[src/rtl/mips_pkg.sv]
// Shared encodings for the MIPS pipeline control slice: opcode/func fields,
// ALU control codes, forwarding-select encodings and the ID/EX control word.
package mips_pkg;

  // Primary opcodes
  localparam logic [5:0] OP_RTYPE = 6'b000000;
  localparam logic [5:0] OP_J     = 6'b000010;
  localparam logic [5:0] OP_JAL   = 6'b000011;
  localparam logic [5:0] OP_BEQ   = 6'b000100;
  localparam logic [5:0] OP_BNE   = 6'b000101;
  localparam logic [5:0] OP_ADDI  = 6'b001000;
  localparam logic [5:0] OP_ANDI  = 6'b001100;
  localparam logic [5:0] OP_ORI   = 6'b001101;
  localparam logic [5:0] OP_XORI  = 6'b001110;
  localparam logic [5:0] OP_LUI   = 6'b001111;
  localparam logic [5:0] OP_LW    = 6'b100011;
  localparam logic [5:0] OP_SW    = 6'b101011;

  // R-type function codes
  localparam logic [5:0] FN_SLL = 6'b000000;
  localparam logic [5:0] FN_SRL = 6'b000010;
  localparam logic [5:0] FN_SRA = 6'b000011;
  localparam logic [5:0] FN_JR  = 6'b001000;
  localparam logic [5:0] FN_ADD = 6'b100000;
  localparam logic [5:0] FN_SUB = 6'b100010;
  localparam logic [5:0] FN_AND = 6'b100100;
  localparam logic [5:0] FN_OR  = 6'b100101;
  localparam logic [5:0] FN_XOR = 6'b100110;

  // ALU control codes (4-bit core encoding)
  localparam logic [3:0] ALUC_AND = 4'b0000;
  localparam logic [3:0] ALUC_OR  = 4'b0001;
  localparam logic [3:0] ALUC_ADD = 4'b0010;
  localparam logic [3:0] ALUC_XOR = 4'b0011;
  localparam logic [3:0] ALUC_LUI = 4'b0100;
  localparam logic [3:0] ALUC_SUB = 4'b0110;
  localparam logic [3:0] ALUC_SLL = 4'b1000;
  localparam logic [3:0] ALUC_SRL = 4'b1001;
  localparam logic [3:0] ALUC_SRA = 4'b1010;

  // Operand-select encodings for EX
  localparam logic [1:0] FWD_REG = 2'b00;
  localparam logic [1:0] FWD_EX  = 2'b01;
  localparam logic [1:0] FWD_MEM = 2'b10;
  localparam logic [1:0] FWD_LD  = 2'b11;

  // Control word carried from ID into the ID/EX bank
  typedef struct packed {
    logic       wreg;
    logic       m2reg;
    logic       wmem;
    logic       aluimm;
    logic       regrt;
    logic       shift;
    logic       jal;
    logic       branch;
    logic       bne;
    logic       jump;
    logic       jr;
    logic [3:0] aluc;
  } ctrl_t;

endpackage

[src/rtl/hazard_fwd_unit.sv]
// Combinational hazard detection and forwarding-select generation for the
// instruction in ID, checked against the EX and MEM stage destinations.
module hazard_fwd_unit
  import mips_pkg::*;
#(
  parameter int RA_W   = 5,
  parameter int FWD_EN = 1
) (
  input  logic            id_valid,
  input  logic            flush,
  input  logic            uses_rs,
  input  logic            uses_rt,
  input  logic [RA_W-1:0] rs,
  input  logic [RA_W-1:0] rt,
  input  logic            ex_dst_w,
  input  logic            ex_m2reg_i,
  input  logic [RA_W-1:0] ex_rn,
  input  logic            mem_wreg,
  input  logic            mem_m2reg,
  input  logic [RA_W-1:0] mem_rn,
  output logic            stall,
  output logic [1:0]      fwda,
  output logic [1:0]      fwdb
);

  logic ex_hit_a, ex_hit_b, mem_hit_a, mem_hit_b;
  logic load_use, raw_any;

  // Register 0 is hard-wired, so a write to it never creates a dependency.
  assign ex_hit_a  = ex_dst_w && (ex_rn  != '0) && (ex_rn  == rs);
  assign ex_hit_b  = ex_dst_w && (ex_rn  != '0) && (ex_rn  == rt);
  assign mem_hit_a = mem_wreg && (mem_rn != '0) && (mem_rn == rs);
  assign mem_hit_b = mem_wreg && (mem_rn != '0) && (mem_rn == rt);

  assign load_use = ex_m2reg_i && ((uses_rs && ex_hit_a) || (uses_rt && ex_hit_b));
  assign raw_any  = (uses_rs && (ex_hit_a || mem_hit_a)) ||
                    (uses_rt && (ex_hit_b || mem_hit_b));

  // Stall: load-use always; any RAW against EX/MEM when forwarding is off.
  always_comb begin
    stall = 1'b0;
    if (id_valid && !flush) begin
      if (FWD_EN != 0) stall = load_use;
      else             stall = load_use || raw_any;
    end
  end

  // Forwarding selects: youngest non-load producer first, then MEM stage.
  always_comb begin
    fwda = FWD_REG;
    fwdb = FWD_REG;
    if (FWD_EN != 0) begin
      if (ex_hit_a && !ex_m2reg_i) fwda = FWD_EX;
      else if (mem_hit_a)          fwda = mem_m2reg ? FWD_LD : FWD_MEM;
      if (ex_hit_b && !ex_m2reg_i) fwdb = FWD_EX;
      else if (mem_hit_b)          fwdb = mem_m2reg ? FWD_LD : FWD_MEM;
    end
  end

endmodule

[src/rtl/pipelined_control_unit.sv]
// ID-stage control unit: decodes the integer subset, consults the hazard /
// forwarding unit and registers everything EX/MEM/WB need into the ID/EX bank.
module pipelined_control_unit
  import mips_pkg::*;
#(
  parameter int ALUC_W = 4,
  parameter int RA_W   = 5,
  parameter int FWD_EN = 1
) (
  input  logic              clk,
  input  logic              rst_n,
  input  logic              id_valid,
  input  logic [5:0]        op,
  input  logic [5:0]        func,
  input  logic [RA_W-1:0]   rs,
  input  logic [RA_W-1:0]   rt,
  input  logic              flush,
  input  logic              ex_dst_w,
  input  logic              ex_m2reg_i,
  input  logic [RA_W-1:0]   ex_rn,
  input  logic              mem_wreg,
  input  logic              mem_m2reg,
  input  logic [RA_W-1:0]   mem_rn,
  output logic              stall,
  output logic              ex_valid,
  output logic              ex_wreg,
  output logic              ex_m2reg,
  output logic              ex_wmem,
  output logic              ex_aluimm,
  output logic              ex_regrt,
  output logic              ex_shift,
  output logic              ex_jal,
  output logic              ex_branch,
  output logic              ex_bne,
  output logic              ex_jump,
  output logic              ex_jr,
  output logic [ALUC_W-1:0] ex_aluc,
  output logic [1:0]        ex_fwda,
  output logic [1:0]        ex_fwdb
);

  ctrl_t      dec;
  logic       dec_ok;
  logic       uses_rs, uses_rt;
  logic       hz_stall;
  logic [1:0] fwda, fwdb;

  ctrl_t      ctrl_q;
  logic       valid_q;
  logic [1:0] fwda_q, fwdb_q;

  // Decode op/func into a control word; unknown encodings become a bubble.
  always_comb begin
    dec     = '0;
    dec_ok  = 1'b1;
    uses_rs = 1'b1;
    uses_rt = 1'b0;
    case (op)
      OP_RTYPE: begin
        uses_rt  = 1'b1;
        dec.wreg = 1'b1;
        case (func)
          FN_ADD: dec.aluc = ALUC_ADD;
          FN_SUB: dec.aluc = ALUC_SUB;
          FN_AND: dec.aluc = ALUC_AND;
          FN_OR:  dec.aluc = ALUC_OR;
          FN_XOR: dec.aluc = ALUC_XOR;
          FN_SLL: begin dec.aluc = ALUC_SLL; dec.shift = 1'b1; uses_rs = 1'b0; end
          FN_SRL: begin dec.aluc = ALUC_SRL; dec.shift = 1'b1; uses_rs = 1'b0; end
          FN_SRA: begin dec.aluc = ALUC_SRA; dec.shift = 1'b1; uses_rs = 1'b0; end
          FN_JR:  begin dec.wreg = 1'b0; dec.jr = 1'b1; end
          default: begin dec = '0; dec_ok = 1'b0; uses_rs = 1'b0; uses_rt = 1'b0; end
        endcase
      end
      OP_ADDI, OP_ANDI, OP_ORI, OP_XORI, OP_LUI, OP_LW: begin
        dec.wreg   = 1'b1;
        dec.aluimm = 1'b1;
        dec.regrt  = 1'b1;
        dec.m2reg  = (op == OP_LW);
        case (op)
          OP_ANDI: dec.aluc = ALUC_AND;
          OP_ORI:  dec.aluc = ALUC_OR;
          OP_XORI: dec.aluc = ALUC_XOR;
          OP_LUI:  begin dec.aluc = ALUC_LUI; uses_rs = 1'b0; end
          default: dec.aluc = ALUC_ADD;
        endcase
      end
      // Store address is rs + immediate, so the ALU takes the immediate too.
      OP_SW: begin
        dec.wmem   = 1'b1;
        dec.aluimm = 1'b1;
        dec.aluc   = ALUC_ADD;
        uses_rt    = 1'b1;
      end
      OP_BEQ, OP_BNE: begin
        dec.branch = 1'b1;
        dec.bne    = (op == OP_BNE);
        dec.aluc   = ALUC_SUB;
        uses_rt    = 1'b1;
      end
      OP_J: begin
        dec.jump = 1'b1;
        uses_rs  = 1'b0;
      end
      OP_JAL: begin
        dec.jump = 1'b1;
        dec.jal  = 1'b1;
        dec.wreg = 1'b1;
        uses_rs  = 1'b0;
      end
      default: begin
        dec_ok  = 1'b0;
        uses_rs = 1'b0;
      end
    endcase
  end

  hazard_fwd_unit #(
    .RA_W  (RA_W),
    .FWD_EN(FWD_EN)
  ) u_hazard (
    .id_valid  (id_valid),
    .flush     (flush),
    .uses_rs   (uses_rs),
    .uses_rt   (uses_rt),
    .rs        (rs),
    .rt        (rt),
    .ex_dst_w  (ex_dst_w),
    .ex_m2reg_i(ex_m2reg_i),
    .ex_rn     (ex_rn),
    .mem_wreg  (mem_wreg),
    .mem_m2reg (mem_m2reg),
    .mem_rn    (mem_rn),
    .stall     (hz_stall),
    .fwda      (fwda),
    .fwdb      (fwdb)
  );

  // Stall is held low while reset is asserted so PC/IF-ID are not frozen.
  assign stall = rst_n && hz_stall;

  // ID/EX bank: reset, else bubble on flush/stall/empty/unknown, else load.
  always_ff @(posedge clk) begin
    if (!rst_n) begin
      valid_q <= 1'b0;
      ctrl_q  <= '0;
      fwda_q  <= FWD_REG;
      fwdb_q  <= FWD_REG;
    end else if (flush || hz_stall || !id_valid || !dec_ok) begin
      valid_q <= 1'b0;
      ctrl_q  <= '0;
      fwda_q  <= FWD_REG;
      fwdb_q  <= FWD_REG;
    end else begin
      valid_q <= 1'b1;
      ctrl_q  <= dec;
      fwda_q  <= fwda;
      fwdb_q  <= fwdb;
    end
  end

  assign ex_valid  = valid_q;
  assign ex_wreg   = ctrl_q.wreg;
  assign ex_m2reg  = ctrl_q.m2reg;
  assign ex_wmem   = ctrl_q.wmem;
  assign ex_aluimm = ctrl_q.aluimm;
  assign ex_regrt  = ctrl_q.regrt;
  assign ex_shift  = ctrl_q.shift;
  assign ex_jal    = ctrl_q.jal;
  assign ex_branch = ctrl_q.branch;
  assign ex_bne    = ctrl_q.bne;
  assign ex_jump   = ctrl_q.jump;
  assign ex_jr     = ctrl_q.jr;
  assign ex_aluc   = ALUC_W'(ctrl_q.aluc);
  assign ex_fwda   = fwda_q;
  assign ex_fwdb   = fwdb_q;

endmodule
[config.mk]
export PLATFORM = sky130hd
export DESIGN_NAME = pipelined_control_unit
export DESIGN_NICKNAME = d
export VERILOG_FILES = /design/src/rtl/mips_pkg.sv /design/src/rtl/hazard_fwd_unit.sv /design/src/rtl/pipelined_control_unit.sv
export SDC_FILE = /design/constraint.sdc
export NUM_CORES = 1
export LEC_CHECK = 0
export CORE_MARGIN = 1.5
export CORE_UTILIZATION = 37
export DETAILED_ROUTE_END_ITERATION = 10
export PLACE_DENSITY = 0.77
export SYNTH_ARGS = -nofsm -noshare
export SYNTH_HDL_FRONTEND = slang
export SYNTH_SLANG_ARGS = --single-unit
[constraint.sdc]
create_clock -name clk -period 3 [get_ports clk]
set_input_delay 0.75 -clock clk [delete_from_list [all_inputs] [get_ports clk]]
set_output_delay 0.75 -clock clk [all_outputs]
set_load 0.02 [all_outputs]
After elaboration in Yosys (flattened, before gate mapping). Cells that the tools add are included.

Bitwise logic cells: 6. Multiplexer cells: 26. Eq/ne operators: 23. Reduce and logical (&&, ||, !) cells: 42.

Operator list (number): equality test 6 bit (second input constant) (7); equality test 6 x 4 -> 1 bit (second input constant) (6); case mux 4 bit (7 select lines) (1); equality test 6 x 2 -> 1 bit (second input constant) (4); equality test 5 bit (4); 2-to-1 mux 1 bit (18); case mux 4 bit (4 select lines) (1); OR reduction 3 bit (5); OR reduction 7 bit (2); logical AND 1 bit (13); equality test 6 x 3 -> 1 bit (second input constant) (2); logical NOT 6 bit (2); case mux 3 bit (4 select lines) (1); OR reduction 6 bit (2); OR reduction 11 bit (1); nonzero test 5 bit (2); OR reduction 9 bit (1); OR reduction 4 bit (2); OR reduction 8 bit (1); inverter 1 bit (6); case mux 1 bit (2 select lines) (3); OR reduction 2 bit (3); logical NOT 1 bit (4); logical OR 1 bit (4); 2 further kinds (2).

Bits in registers: 20. Output and inout bits: 21. Input bits: 40.

Longest topological paths before layout.
Word-level depth: 12. Mapped depth: 8.

Hierarchy. From an unflattened synthesis, not the netlist that was laid out.

Cell total of the unflattened synthesis: 169. Area, all modules: 1360.1 µm².

By module, submodules not included: pipelined_control_unit (instances 1, area each 1026.0 µm², cells an instance 122); hazard_fwd_unit (instances 1, area each 334.1 µm², cells an instance 47).

Least setup slack after synthesis. Ideal clock, no wire load.

Kind: input -> output. Start point: in op[4]. End point: out stall. Cell stages on the path: 7. Path slack: -178 ps. Data arrival time: 2428 ps. Buffers on the path: 1. Required time: 2250 ps. Cells stage by stage: buf_2 -> or4_4 -> or4_4 -> a21oi_2 -> or2_2 -> a21oi_1 -> nor2_1.

Longest elaborated chain between the ends: 8. Elaborated cells between the ends (all ways): 21.

RTL lines: from (decl) (RTL line pipelined_control_unit.sv:13) `input logic [5:0] op,`; equality test 6 bit (tied with other cells) (RTL line pipelined_control_unit.sv:58) `case (op)`; OR reduction 6 bit (tied with other cells); case mux 1 bit (3 select lines) or case mux 1 bit (2 select lines) (tied branches) (RTL line pipelined_control_unit.sv:58); logical AND 1 bit (RTL line hazard_fwd_unit.sv:35) `assign load_use = ex_m2reg_i && ((uses_rs && ex_hit_a) || (uses_rt && ex_hit_b));`; logical OR 1 bit (*) (RTL line hazard_fwd_unit.sv:35); logical AND 1 bit (*) (RTL line hazard_fwd_unit.sv:35); 2-to-1 mux 1 bit (*) (RTL line hazard_fwd_unit.sv:42) `if (id_valid && !flush) begin`; logical AND 1 bit (*) (RTL line pipelined_control_unit.sv:140) `assign stall = rst_n && hz_stall;`; to (decl) (RTL line pipelined_control_unit.sv:24) `output logic stall,`.

Every way passes the cells marked *; elsewhere a longest branch is shown, timed or not.

Worst setup path after layout. Ends and elaborated chain as after synthesis.

==> impl_metrics.ini <==
[logic_synthesis]
yosysUniqueCellTypes = 43
ys.flop_type = dfxtp_1
yosys-top-cells-area = dfxtp_1, xor2_1, xnor2_1
syn_inst = 161
synth_top_family_by_area = simple AND/OR/NAND/NOR gates
synth_area_um2 = 1280
synth.top_cell.area_share_pct = 31.28
syn_nets = 201
seq_area_frac_synth_pct = 31.28
synth_xor_area_share_pct = 14.37
synth_compound_area_share_pct = 16.42
async_flop_share_pct = 0
ys_seq_elements = 20
synth-edff-count = 0
synthMuxAreaShare_pct = 0
yosysWarningCount = 0
synthSimpleGateAreaFrac_pct = 32.75
synth_fa_ha_area_share_pct = 0
yosys.area.top_type = dfxtp_1
syn_avg_cell_area_um2 = 7.950

[clocking]
cts_buffer_depth = 2
cts_tree = done
clkSinkCount = 20
htree_num_levels = 1
clk_pin_slew_ns = 0.10
root_buffer = clkbuf_4
cts_buffers = 3

[worst_setup_path]
critPathTopFamily = simple AND/OR/NAND/NOR gates
start_kind = input port
crit_buf_inv = 2
cpPeakStageDelay_ns = 0.55
path_cells = buf_6 > or4_4 > nor4_2 > o31a_1 > o2111a_1 > a21oi_4 > nor2_4 > buf_6
arrival_ns = 2.45
critPathRequiredTime_ns = 2.25
endpoint_kind = output port
critical_path_class = input port to output port
cp_max_fo = 3
critPathSlowestCell = or4_4
startpoint = op[4]
cp_common_cell = buf_6

[sta]
max_freq_mhz = 312.6
post-route-period-util_pct = 106.6
setup-violations-final = 20
hold_violations = 0
fin_ws_ns = -0.1991
finalMaxSlewViolations = 0
rsz0062_at_grt = yes
max_slew_margin_pct = 70.99
period_needed_ns = 3.199
worst_pin_slew_ns = 0.4318

[final_layout]
final_common_cell = buf_4
mostFrequentLayoutCells = buf_4, clkdlybuf4s50_1, dfxtp_1
final_area_um2 = 2581
final_cells = 316
fillCellCount = 242
layout-drive-gt1-share_pct = 35.93
final_nets = 311
area_delta_synth_final_pct = 101.7
antennaDiodeCount = 0

[place]
numPortBuffers = 60
dp_slack_ns = -1.039
place_congestion = 0.8575
place_hpwl_um = 3067
dpl.cell_count = 301
postPlaceCellArea_um2 = 2240

[hold_path]
worstHoldStart = op[3]
hold_class = input port to flop
min_delay_path_depth = 3
whs_endpoint = ex_m2reg

[pwr]
pwr_density_cell_nw_per_um2 = 240.9
ir_worst_vdd_mv = 0.1165
p_leak_uw = 0.001041
total_power_uw = 621.7

[status]
violations = setup timing
outcome = finished with violations

[flow_run]
max-cap-violations = 0

[global_route]
grt_pass1_wl_um = 6389
grt_usage_pct = 22.25
grt_pass1_vias = 1557
grt_max_degree = 21
grt-ovfl-total = 0
antenna_found_initial = 0

[routing]
drt-wirelength-per-cell_um = 14.78
vias = 1665
drt_iter0_drc = 56
drc = 0
first_pass_iters = 4
finalWirelength_um = 4670
vias_per_cell = 5.269
ant_nets = 0

[floorplan]
die_h_um = 61.82
die_w_um = 61.82
start_util_pct = 38.36
core_region_area_um2 = 3337
pin_count = 61
die-area_um2 = 3821
rows = 21
==> layout make-up <==
type / count / area [um^2] / share of cell area (%)
multi-input combinational: 126 / 992.2 / 38.44
clock buffer: 4 / 36.28 / 1.406
inverter: 7 / 26.28 / 1.018
sequential: 20 / 400.4 / 15.51
tap: 46 / 57.56 / 2.230
timing repair buffer: 113 / 1069 / 41.40
==> metal layers <==
| layer | track usage (%) | share of wire, % | up-vias |
|---|---|---|---|
| met3 | 3.934 | 6.4 | 10 |
| met5 | 0 | 0 | - |
| li1 | - | - | 793 |
| met1 | 25.25 | 38 | 783 |
| met4 | 10.33 | 1.8 | 0 |
| met2 | 40.15 | 54 | 79 |
==> cell usage after synthesis (2+ instances only) <==
master and n:
nand3_1 5, o21bai_1 2, or4_4 2, nor2b_1 3, dfxtp_1 20, nor3_2 3, buf_2 2, nand2_1 7
nor3_1 4, nand2b_1 4, nor2_1 22, a31oi_1 2, xor2_1 11, nand4_1 4, xnor2_1 10, or4_1 3
clkbuf_1 5, inv_1 7, a21oi_1 12, nor4_1 5, o21ai_0 6
==> sequential cells by signal, summed over array words and instances, names as in the netlist <==
signal	cells
ex_jal	1
ex_bne	1
ex_m2reg	1
ex_shift	1
ex_wreg	1
ex_wmem	1
ex_fwdb	2
ex_regrt	1
ex_jump	1
ex_aluimm	1
ex_jr	1
ex_valid	1
ex_fwda	2
ex_branch	1
ex_aluc	4
==> metrics by stage <==
step / hold WS [ns] / utilization (%) / TNS [ns]
2_1_floorplan: 0.8898 / - / -0.01513
3_3_place_gp: 1.353 / 67.12 / -4.100
3_5_place_dp: 1.362 / 67.12 / -4.275
4_1_cts: 0.7703 / 71.69 / -0.1103
5_1_grt: 0.7650 / 77.35 / -2.062
6_report: 0.7735 / 77.35 / -1.175
==> what timing repair did <==
action / in CTS / in global routing
hold buffers: 0 / 0
endpoints found under the hold margin: 0 / 0
setup buffers: 8 / 2
cloned: 0 / 3
setup endpoints to repair: 1 / 21
pin swaps: 11 / 4
resized for setup: 46 / 27
==> kinds of logic (layout without fill, tap and decap cells) <==
logic type,after synthesis,in the layout
xor gates and xnor gates,21,21
and+or+nand+nor,72,72
AOI/OAI and AO/OA,33,33
DFF,20,20
buffers and inverters,15,124
==> power by group <==
| group | switching [uW] | leakage [uW] | internal [uW] |
|---|---|---|---|
| logic | 88.2 | 0.000859 | 112 |
| registers | 0.128 | 0.000161 | 266 |
| clock network | 81.5 | 0.0000210 | 73.9 |
| total | 170 | 0.00104 | 452 |
==> how the worst max path moves through the flow <==
| stage | endpoint | cells after the start | slack (ns) |
|---|---|---|---|
| final | stall | 8 | -0.20 |
| after global routing | stall | 8 | -0.25 |
| after CTS | stall | 8 | -0.11 |
| after detailed placement | stall | 8 | -1.04 |
| after global placement | stall | 8 | -1.04 |
| after floorplan | stall | 7 | -0.02 |
Power figures use the tool's default switching activity.
